===== config.mk =====
export PLATFORM = sky130hd
export DESIGN_NAME = hier_skid_pipeline
export DESIGN_NICKNAME = d
export VERILOG_FILES = /design/src/rtl/hier_skid_pipeline.sv
export SDC_FILE = /design/constraint.sdc
export NUM_CORES = 1
export LEC_CHECK = 0
export ABC_CLOCK_PERIOD_IN_PS = 2100
export CORE_MARGIN = 3
export CORE_UTILIZATION = 51
export DETAILED_ROUTE_END_ITERATION = 8
export GPL_TIMING_DRIVEN = 0
export PLACE_DENSITY = 0.85
export SLEW_MARGIN = 5
export SYNTH_ARGS = -nofsm -noshare
export SYNTH_HDL_FRONTEND = slang
export SYNTH_HIERARCHICAL = 1
export SYNTH_SLANG_ARGS = --single-unit

===== constraint.sdc =====
create_clock -name clk -period 2.1 [get_ports clk]
set_input_delay 0.315 -clock clk [delete_from_list [all_inputs] [get_ports clk]]
set_output_delay 0.315 -clock clk [all_outputs]
set_load 0.02 [all_outputs]

===== src/rtl/hier_skid_pipeline.sv =====
// Multi-lane valid/ready pipeline built from a generated chain of register slices.
// Each lane is an independent, flushable FIFO path with per-stage backpressure.

module hier_skid_slice #(
    parameter int WIDTH = 3,
    parameter int MODE  = 0
) (
    input  logic             i_clk,
    input  logic             i_clear,
    input  logic [WIDTH-1:0] i_sData,
    input  logic             i_sValid,
    output logic             o_sReady,
    output logic [WIDTH-1:0] o_mData,
    output logic             o_mValid,
    input  logic             i_mReady
);

    if (MODE == 0) begin : g_skid
        logic [WIDTH-1:0] r_main;
        logic [WIDTH-1:0] r_skid;
        logic             r_mainValid;
        logic             r_skidValid;
        logic             w_mainFree;

        assign w_mainFree = !r_mainValid || i_mReady;

        // A parked skid word always moves to main before any new input is taken.
        always_ff @(posedge i_clk) begin
            if (i_clear) begin
                r_mainValid <= 1'b0;
                r_skidValid <= 1'b0;
            end else if (r_skidValid) begin
                if (w_mainFree) begin
                    r_main      <= r_skid;
                    r_mainValid <= 1'b1;
                    r_skidValid <= 1'b0;
                end
            end else if (i_sValid) begin
                if (w_mainFree) begin
                    r_main      <= i_sData;
                    r_mainValid <= 1'b1;
                end else begin
                    r_skid      <= i_sData;
                    r_skidValid <= 1'b1;
                end
            end else if (i_mReady) begin
                r_mainValid <= 1'b0;
            end
        end

        assign o_sReady = !r_skidValid;
        assign o_mData  = r_main;
        assign o_mValid = r_mainValid;
    end else begin : g_half
        logic [WIDTH-1:0] r_main;
        logic             r_mainValid;

        always_ff @(posedge i_clk) begin
            if (i_clear) begin
                r_mainValid <= 1'b0;
            end else if (r_mainValid) begin
                if (i_mReady) begin
                    r_mainValid <= 1'b0;
                end
            end else if (i_sValid) begin
                r_main      <= i_sData;
                r_mainValid <= 1'b1;
            end
        end

        assign o_sReady = !r_mainValid;
        assign o_mData  = r_main;
        assign o_mValid = r_mainValid;
    end

endmodule

module hier_skid_pipeline #(
    parameter int WIDTH    = 3,
    parameter int CHANNELS = 2,
    parameter int STAGES   = 2,
    parameter int MODE     = 0,
    localparam int OW      = (STAGES == 0) ? 1 : $clog2(2*STAGES+1)
) (
    input  logic                     clk,
    input  logic                     rst,
    input  logic                     flush,
    input  logic [CHANNELS*WIDTH-1:0] in_data,
    input  logic [CHANNELS-1:0]      in_valid,
    output logic [CHANNELS-1:0]      in_ready,
    output logic [CHANNELS*WIDTH-1:0] out_data,
    output logic [CHANNELS-1:0]      out_valid,
    input  logic [CHANNELS-1:0]      out_ready,
    output logic [CHANNELS*OW-1:0]   occupancy
);

    logic w_block;

    assign w_block = rst || flush;

    for (genvar c = 0; c < CHANNELS; c++) begin : lane
        if (STAGES == 0) begin : g_pass
            assign out_data[c*WIDTH +: WIDTH] = in_data[c*WIDTH +: WIDTH];
            assign out_valid[c]               = in_valid[c] && !w_block;
            assign in_ready[c]                = out_ready[c] && !w_block;
            assign occupancy[c*OW +: OW]      = '0;
        end else begin : g_chain
            logic [WIDTH-1:0] w_data [STAGES+1];
            logic [STAGES:0]  w_valid;
            logic [STAGES:0]  w_ready;
            logic [OW-1:0]    r_occ;
            logic             w_inXfer;
            logic             w_outXfer;

            assign w_data[0]       = in_data[c*WIDTH +: WIDTH];
            assign w_valid[0]      = in_valid[c];
            assign w_ready[STAGES] = out_ready[c];

            for (genvar s = 0; s < STAGES; s++) begin : stage
                hier_skid_slice #(
                    .WIDTH (WIDTH),
                    .MODE  (MODE)
                ) u_slice (
                    .i_clk    (clk),
                    .i_clear  (w_block),
                    .i_sData  (w_data[s]),
                    .i_sValid (w_valid[s]),
                    .o_sReady (w_ready[s]),
                    .o_mData  (w_data[s+1]),
                    .o_mValid (w_valid[s+1]),
                    .i_mReady (w_ready[s+1])
                );
            end

            // Handshakes are gated at the lane boundary only; the clear wipes the interior anyway.
            assign in_ready[c]                = w_ready[0] && !w_block;
            assign out_valid[c]               = w_valid[STAGES] && !w_block;
            assign out_data[c*WIDTH +: WIDTH] = w_data[STAGES];

            assign w_inXfer  = in_valid[c] && in_ready[c];
            assign w_outXfer = out_valid[c] && out_ready[c];

            always_ff @(posedge clk) begin
                if (w_block) begin
                    r_occ <= '0;
                end else if (w_inXfer && !w_outXfer) begin
                    r_occ <= r_occ + OW'(1);
                end else if (!w_inXfer && w_outXfer) begin
                    r_occ <= r_occ - OW'(1);
                end
            end

            assign occupancy[c*OW +: OW] = rst ? '0 : r_occ;
        end
    end

endmodule


Yosys cells after proc, flatten, opt, wreduce, memory -nomap -nowiden
Index checks and enable logic that the tools add are counted.

cells by class
  bitwise operators = 9
  add/sub/neg operators = 4
  multiplexer cells = 50
  equality and inequality tests = 2
  reduce and logical (&&, ||, !) cells = 46

operators with widths
  kind                   count
  $mux W3                22
  $mux W1                28
  $reduce_and A4 Y1      4
  $logic_not A1 Y1       13
  $logic_and A1 B1 Y1    12
  $reduce_and A3 Y1      4
  $reduce_bool A2 Y1     6
  $not A1 Y1             9
  $add A3 B1 Y3 const B  2
  $ne A3 B3 Y1 const B   2
  $reduce_bool A3 Y1     2
  $sub A3 B1 Y3 const B  2
  $logic_or A1 B1 Y1     5

storage, ports and cells
  bits in registers = 38
  output and inout bits = 16
  input port bits = 13
  word-level logic and storage cells = 129

Longest topological paths before layout
  word-level depth = 8
  depth in mapped cells = 9
  depth with buffers taken out = 9

Modules after synthesis
Netlist, hierarchy kept.

by module, submodules not included
  module              area an instance (sq um)  cells an instance  times used  seq. area each (sq um)
  hier_skid_slice     307.8                     19                 4           220.2
  hier_skid_pipeline  385.4                     44                 1           120.1

Least setup slack after synthesis
No wires, ideal clock.

  kind = input -> register
  from = input port flush
  to = register lane[0].g_chain.r_occ[2]
  required time = 2.025 ns
  buffers on the path = 0
  arrival time = 1.848 ns
  library setup time = 0.075 ns
  setup slack = 0.177 ns
  stages = 8
  cell sequence = nor2_1 and3_1 ha_1 inv_1 fa_1 xor2_1 or3_1 a21oi_1

between the ends
  word-level cells in the longest chain between the ends = 7
  elaborated cells on any way between the ends = 12
  classes of those cells = mux (1); reduce/logical (11)

RTL lines
  what                                           RTL line  text
  start: declaration                             87        input logic flush,
  $logic_or A1 B1 Y1 (*)                         99        assign w_block = rst || flush;
  $logic_not A1 Y1                               136, 137
  $logic_and A1 B1 Y1, on equally long branches  137, 136
  $logic_and A1 B1 Y1, on equally long branches  141, 140
  $logic_not A1 Y1, on equally long branches     146, 148
  $logic_and A1 B1 Y1, on equally long branches  146, 148
  $mux W3 or $reduce_bool A2 Y1 (tied branches)  n/a
  end signal: assignment                         147       r_occ <= r_occ + OW'(1);
  end signal: assignment                         149       r_occ <= r_occ - OW'(1);
  end: declaration                               111       logic [OW-1:0] r_occ;

Every way passes the cells marked *; elsewhere a longest branch is shown, timed or not.
A chain may end at the register's enable or synchronous reset.

Final worst setup path
  from = input port rst
  to = register lane[1].g_chain.r_occ[2]

between the ends
  word-level cells in the longest chain between the ends = 7
  elaborated cells on any way between the ends = 12
  classes of those cells = mux (1); reduce/logical (11)

RTL lines
  what                                           RTL line  text
  start: declaration                             86        input logic rst,
  $logic_or A1 B1 Y1 (*)                         99
  $logic_not A1 Y1                               136, 137
  $logic_and A1 B1 Y1, on equally long branches  137, 136
  $logic_and A1 B1 Y1, on equally long branches  141, 140
  $logic_not A1 Y1, on equally long branches     146, 148
  $logic_and A1 B1 Y1, on equally long branches  146, 148
  $mux W3 or $reduce_bool A2 Y1 (tied branches)  n/a
  end signal: assignment                         147
  end signal: assignment                         149
  end: declaration                               111

Marks and branches as above.

==> results.md <==
- Multi-input gate area in the final layout: 613.1 µm²
- Count of boundary I/O pins: 29
- CP Data Required Time: 2.36 ns
- Worst-case headroom to the max-slew limit: 0.5018
- Final setup slack of the worst path: 0.1285 ns
- Largest net degree at the start of global routing: 23
- Drt pass-1 iters: 4
- Std-Cell Core Area: 2877 µm²
- Final critical delay including setup and external delays: 1.972 ns
- Row count: 19
- Wire length of the first global-routing pass: 5.037 mm
- Minimum setup slack after placement: -0.6914 ns
- Maximum capacitance violations: 0
- Number of violations reported at the end of detailed-routing iteration 0: 20
- Cell area after synthesis: 1617 µm²
- Result of the run: finished, final reports clean
- Worst Setup Path Type: input port to register
- Peak fanout along the critical path: 7
- Input/output buffers: 28
- GRT Util Overall: 0.1688
- Growth of design area from synthesis to finish: 26.78%
- CTS tree: yes
- RSZ-0062 raised after global routing: false
- Clock Root Buffer: sky130_fd_sc_hd__clkbuf_4
- Kind of launch point of the worst setup path: input port
- Post-synthesis register bit count: 38
- Gp weighted congestion: 0.7684
- Antenna violations before repair: 0
- Highest-count cells in the layout ignoring fill and taps: sky130_fd_sc_hd__clkdlybuf4s50_1 (26), sky130_fd_sc_hd__edfxtp_1 (24), sky130_fd_sc_hd__dfxtp_1 (14)
- Setup Viol. Count Final: 0
- Remaining antenna violation count: 0
- Total number of vias: 1007
- Crit. End Element: register
- Library cell contributing the largest single delay on the critical path: sky130_fd_sc_hd__dlygate4sd2_1
- Area of all placed cells without fillers: 2049 µm²
- Clock-pin slew reported for the worst setup and hold paths after clock tree synthesis: 0.10 ns
- Count of mapped cells out of synthesis: 120
- Final hold slack: 0.4599 ns
- Buffers & Inverters on Critical Path: 2
- Filler Cells Inserted: 210
- Maximum clock path buffer count: 2
- Worst skew pair latency: 0.33 ns
- Power per cell area: 675.4 nW/µm²
- Final HPWL DP: 2.128 mm
- Vias in the first global route: 1077
- Initial cell density of the core: 0.5620
- Average cell area after synthesis: 13.47 µm²
- Number of cells upsized or downsized after cts: 7
- Worst path top cell family by delay: simple AND/OR/NAND/NOR gates
- WHS Path Cells: 0
- Leakage: 0.7278 nW
- Portion of the clock cycle consumed by the worst path in the final layout: 0.9388
- Number of max-slew violations in the final report: 0
- Worst EP arrival: 2.23 ns
- Largest clock skew in the final design: 0.004159 ns
- Antenna diode instance count: 0
- Combined flip-flop and latch cell area: 1001 µm²
- Number of clock sinks: 38
- Ratio of cells with drive above 1 in the final layout: 0.2051
- Residual DRC count: 0
- Synth cell types: 20
- Post-CTS repair timing setup buffer count: 0
- Number of buffers added to fix hold violations after cts: 0
- Leading cell type in the layout, fill and taps excluded: sky130_fd_sc_hd__clkdlybuf4s50_1
- Series of cell instances along the critical path: dlygate4sd2_1 -> nor2_4 -> and2_1 -> nand2_1 -> ha_2 -> inv_1 -> fa_2 -> xor2_1 -> or3_1 -> a21oi_1
- Count of yosys warnings during synthesis: 6
- Slew @ Worst Pin: 0.7369 ns
- Number of hold-slack violations in the final timing report: 0
- Stages on worst setup path: 10
- Type of the most critical hold path: register to register
- Number of H-tree levels: 2
- Number of buffers inserted during clock tree synthesis: 5
- Die W: 62.30 µm
- Die area: 3881 µm²
- # nets final: 172
- Placed standard-cell area: 1949 µm²
- Slowest stage delay, CP: 0.36 ns
- Die outline height: 62.30 µm
- Cells on worst reg2reg path: 8
- Portion of the post-synthesis area used by sequential elements: 0.6192
- Avg Vias per Cell: 5.086
- F_max: 507.2 MHz
- Final wirelength: 2.852 mm
- Global-route congestion overflow total: 0
- Synthesized net count: 137
- Routed wire per std cell: 14.40 µm
- VDD IR max: 0.4567 mV
[stage by stage]
stage	setup TNS [ns]	total power [mW]	std cells	utilization
6_report	0	1.384	198	0.7125
5_1_grt	0	1.443	198	0.7125
4_1_cts	0	1.398	198	0.7094
3_5_place_dp	-16.35	0.9217	190	0.6777
3_3_place_gp	-12.92	0.9165	190	0.6777
2_1_floorplan	0	0.8733	120	-
[where the power goes]
part	internal, mW	total, mW	switching, mW
Sequential	0.800	0.809	0.00815
Combinational	0.0531	0.0988	0.0457
Clock	0.253	0.477	0.224
[area by class of cell]
cell class              instances  share of cell area
flip-flops and latches         38              0.4884
multi-input cells              75              0.2991
repair buffers                 28              0.1374
well taps                      42             0.02564
clock buffers                   7             0.02198
clock inverters                 1             0.01465
inverters                       7             0.01282
[final timing paths]
check	to	from	slack (ns)
worst max-delay path	lane[1].g_chain.r_occ[2]$_SDFFE_PP0P_	rst	0.13
worst min-delay path	lane[1].g_chain.stage[1].u_slice/g_skid.r_skid[2]$_DFFE_PP_	lane[1].g_chain.stage[0].u_slice/o_mData[2]$_DFFE_PP_	0.46
worst max register to register	lane[0].g_chain.r_occ[2]$_SDFFE_PP0P_	register	0.22
worst min register to register	lane[1].g_chain.stage[1].u_slice/g_skid.r_skid[2]$_DFFE_PP_	lane[1].g_chain.stage[0].u_slice/o_mData[2]$_DFFE_PP_	0.46
[logic make-up (layout without fill, tap and decap cells)]
family | count (synthesis) | after routing | synth area share
AO/OA/AOI/OAI | 8 | 8 | 0.02477
XOR/XNOR | 4 | 4 | 0.02167
adder cells (fa/ha/maj) | 4 | 4 | 0.04025
buffers and inverters | 7 | 43 | 0.01626
flip-flops | 38 | 38 | 0.6192
multiplexers | 14 | 14 | 0.09598
AND/OR/NAND/NOR | 45 | 45 | 0.1819
[flip-flops by register name, summed over array words and instances, names as in the netlist]
register                                       cells
lane.g_chain.stage.u_slice/o_mData                12
lane.g_chain.stage.u_slice/g_skid.r_skidValid      4
lane.g_chain.stage.u_slice/g_skid.r_skid          12
lane.g_chain.r_occ                                 6
lane.g_chain.stage.u_slice/o_mValid                4
[cell usage after synthesis]
cell	instances	share of area
sky130_fd_sc_hd__nor3_1	8	0.025
sky130_fd_sc_hd__inv_1	7	0.016
sky130_fd_sc_hd__edfxtp_1	24	0.45
sky130_fd_sc_hd__dfxtp_1	14	0.17
sky130_fd_sc_hd__fa_1	2	0.025
sky130_fd_sc_hd__and2b_2	4	0.022
sky130_fd_sc_hd__a21oi_1	6	0.019
sky130_fd_sc_hd__mux2_2	12	0.084
sky130_fd_sc_hd__nand2_1	2	0.0046
sky130_fd_sc_hd__or3_1	2	0.0077
sky130_fd_sc_hd__ha_1	2	0.015
sky130_fd_sc_hd__mux2i_1	2	0.012
sky130_fd_sc_hd__nand2b_4	4	0.034
sky130_fd_sc_hd__o21ai_0	2	0.0062
sky130_fd_sc_hd__nor2_1	9	0.021
sky130_fd_sc_hd__and3_1	2	0.0077
sky130_fd_sc_hd__nor2b_1	6	0.023
sky130_fd_sc_hd__and2_1	4	0.015
sky130_fd_sc_hd__nor4b_1	4	0.022
sky130_fd_sc_hd__xor2_1	4	0.022
[per-layer routing]
layer	up-vias	global-route usage	part of all wire
met2	27	0.2755	0.50
met1	474	0.2028	0.43
met5	-	0	0
met3	9	0.04685	0.046
met4	0	0.09091	0.025
li1	497	-	-
[worst register-to-register path, stage by stage, from the launching register on]
cell and delay (ns):
sky130_fd_sc_hd__dfxtp_1 0.39, sky130_fd_sc_hd__inv_1 0.09, sky130_fd_sc_hd__and3_1 0.15, sky130_fd_sc_hd__ha_2 0.19, sky130_fd_sc_hd__inv_1 0.05, sky130_fd_sc_hd__fa_2 0.33
sky130_fd_sc_hd__xor2_1 0.16, sky130_fd_sc_hd__or3_1 0.30, sky130_fd_sc_hd__a21oi_1 0.15
(Power assumes the default switching activity.)
==> patch (same flow settings) <==
`MODE` is set to 0 in 2 places; all go to 1.
--- a/src/rtl/hier_skid_pipeline.sv
+++ b/src/rtl/hier_skid_pipeline.sv
@@ -5,3 +5,3 @@
     parameter int WIDTH = 3,
-    parameter int MODE  = 0
+    parameter int MODE  = 1
 ) (
@@ -81,3 +81,3 @@
     parameter int STAGES   = 2,
-    parameter int MODE     = 0,
+    parameter int MODE     = 1,
     localparam int OW      = (STAGES == 0) ? 1 : $clog2(2*STAGES+1)
Check against the original RTL: not equivalent (Yosys sat finds a counterexample within 4 cycles, from zero or initial values).
==> patch against the original RTL <==
Maximum frequency is 0.92% lower. Critical path depth is 1 lower. Power is 44% lower. Via count is 34% lower. Sequential cell count is 16 lower. First-iteration DRC count is 75% lower. Routed wire length is 44% lower. Synthesized area is 42% lower. Final area is 36% lower. Count of clock-buffer cells in the layout is 3 lower. Combinational power is 10% lower. Worst setup slack worse by 0.018 ns. Sequential power is 42% lower. Highest routed layer is now met3.
==> patch: results (changes against the original RTL) <==
| Metric | Value |
|---|---|
| Sequential cell count | 22 (-42%) |
| Outcome | finished, final reports clean |
| Hold Crit Class | reg -> reg |
| Clock Latency Late Sink | 0.30 ns (-0.03 ns) |
| Synth area leaders | edfxtp_1, dfxtp_1, fa_1, nor2b_1, nor3b_1 |
| Mapped Avg Cell Area | 12.3 µm² (-8.6%) |
| Clock group power | 0.222 mW (-53%) |
| ClkCell Share | 2.78% (-0.88 points) |
| Buffers outside the clock class | 29 (+3.6%) |
| Fillers | 111 (-47%) |
| Top delay family on crit path | simple AND/OR/NAND/NOR gates |
| Fraction of the yosys area taken by sequential cells | 59.9% (-2.0 points) |
| LEAKAGE | 0.464 nW (-36%) |
| H-Tree Depth | 1 (-1) |
| Gr usage total | 14.6% (-2.3 points) |
| Final worst slack | 0.110 ns (-0.0182 ns) |
| Clock share of power | 28.5% (-5.9 points) |
| Post-Route WL | 1590 µm (-44%) |
| Critical-path top delay cell | dfxtp_4 |
| Setup crit start kind | register |
| Routability-driven placement congestion ratio | 0.746 (-2.9%) |
| Comb_multi_in | 47 (-37%) |
| Initial antenna violation count | 0 (unchanged) |
| Psw | 0.165 mW (-41%) |
| CP Max Fanout | 3 (-4) |
| Area of the multi-input gates | 358 µm² (-42%) |
| Top_reg_cell synth | edfxtp_1 |
| Largest net degree at the start of global routing | 15 (-35%) |
| Post-DR vias/cell | 4.96 (-2.4%) |
| Vias in the first global route | 644 (-40%) |
| R2R Setup Slk | 0.11 ns (-0.11 ns) |
| Commonest cells in the netlist | edfxtp_1, dfxtp_1, nor2_1 |
| Final HPWL DP | 1220 µm (-43%) |
| Pre-CTS setup slack | -0.641 ns (+0.0502 ns) |
| Cell count after placement | 128 (-33%) |
| First-pass GRT wire length | 2740 µm (-46%) |
| Slew @ Worst Pin | 0.442 ns (-0.295 ns) |
| CP peak stage delay | between 0.3 and 0.4 ns |
| Reg area | 564 µm² (-44%) |
| Clock Skews | 0.00921 ns (+0.00505 ns) |
| Sink of the worst hold path | lane[0].g_chain.stage[1].u_slice/o_mData[0] |
| # resized after CTS | 5 (-2) |
| Hold_ws | 0.430 ns (-0.0297 ns) |
| Fin area | 1310 µm² (-36%) |
| Non-clock buffering overhead | 22.1% (+8.3 points) |
| Sequential fraction of design power | 60.1% (+1.7 points) |
| DR iter-0 viols | 5 (-75%) |
| Row cnt | 14 (-5) |
| Net Count, Synth | 93 (-32%) |
| Clk pin slew, worst setup/hold paths | 0.12 ns (+0.02 ns) |
| Layout cell share with drive strength beyond 1 | 11.0% (-9.5 points) |
| VDD IR-drop max | 0.556 mV (+22%) |
| Reg-to-Reg End | lane[1].g_chain.r_occ[2] |
patch: cell count changes after synthesis, sizes merged:
cell / unedited run / this run
and2: 4 / 3
a21oi: 6 / 2
dfxtp: 14 / 10
mux2: 12 / 0
nand2b: 4 / 0
edfxtp: 24 / 12
nor3: 8 / 0
nor3b: 0 / 6
nor4b: 4 / 0
and2b: 4 / 0
a211oi: 0 / 4
and3: 2 / 1
patch: cell families (layout without fill, tap and decap cells):
family | Yosys count | after routing | synth area share [%]
buffers and inverters | 7 | 40 | 3.08
XOR/XNOR | 4 | 4 | 3.74
multiplexers | 2 | 2 | 2.14
adder cells (fa/ha/maj) | 4 | 4 | 6.95
AND/OR/NAND/NOR | 29 | 29 | 18.1
flip-flops | 22 | 22 | 59.9
AO/OA/AOI/OAI | 8 | 8 | 6.15
patch: routing by layer:
layer / vias to the layer above / track usage (%) / wire length (µm)
li1: 335 / - / -
met1: 305 / 16.9 / 684
met2: 20 / 25.8 / 809
met3: 0 / 5.50 / 94
met4: 0 / 2.84 / 0
met5: - / 0 / 0
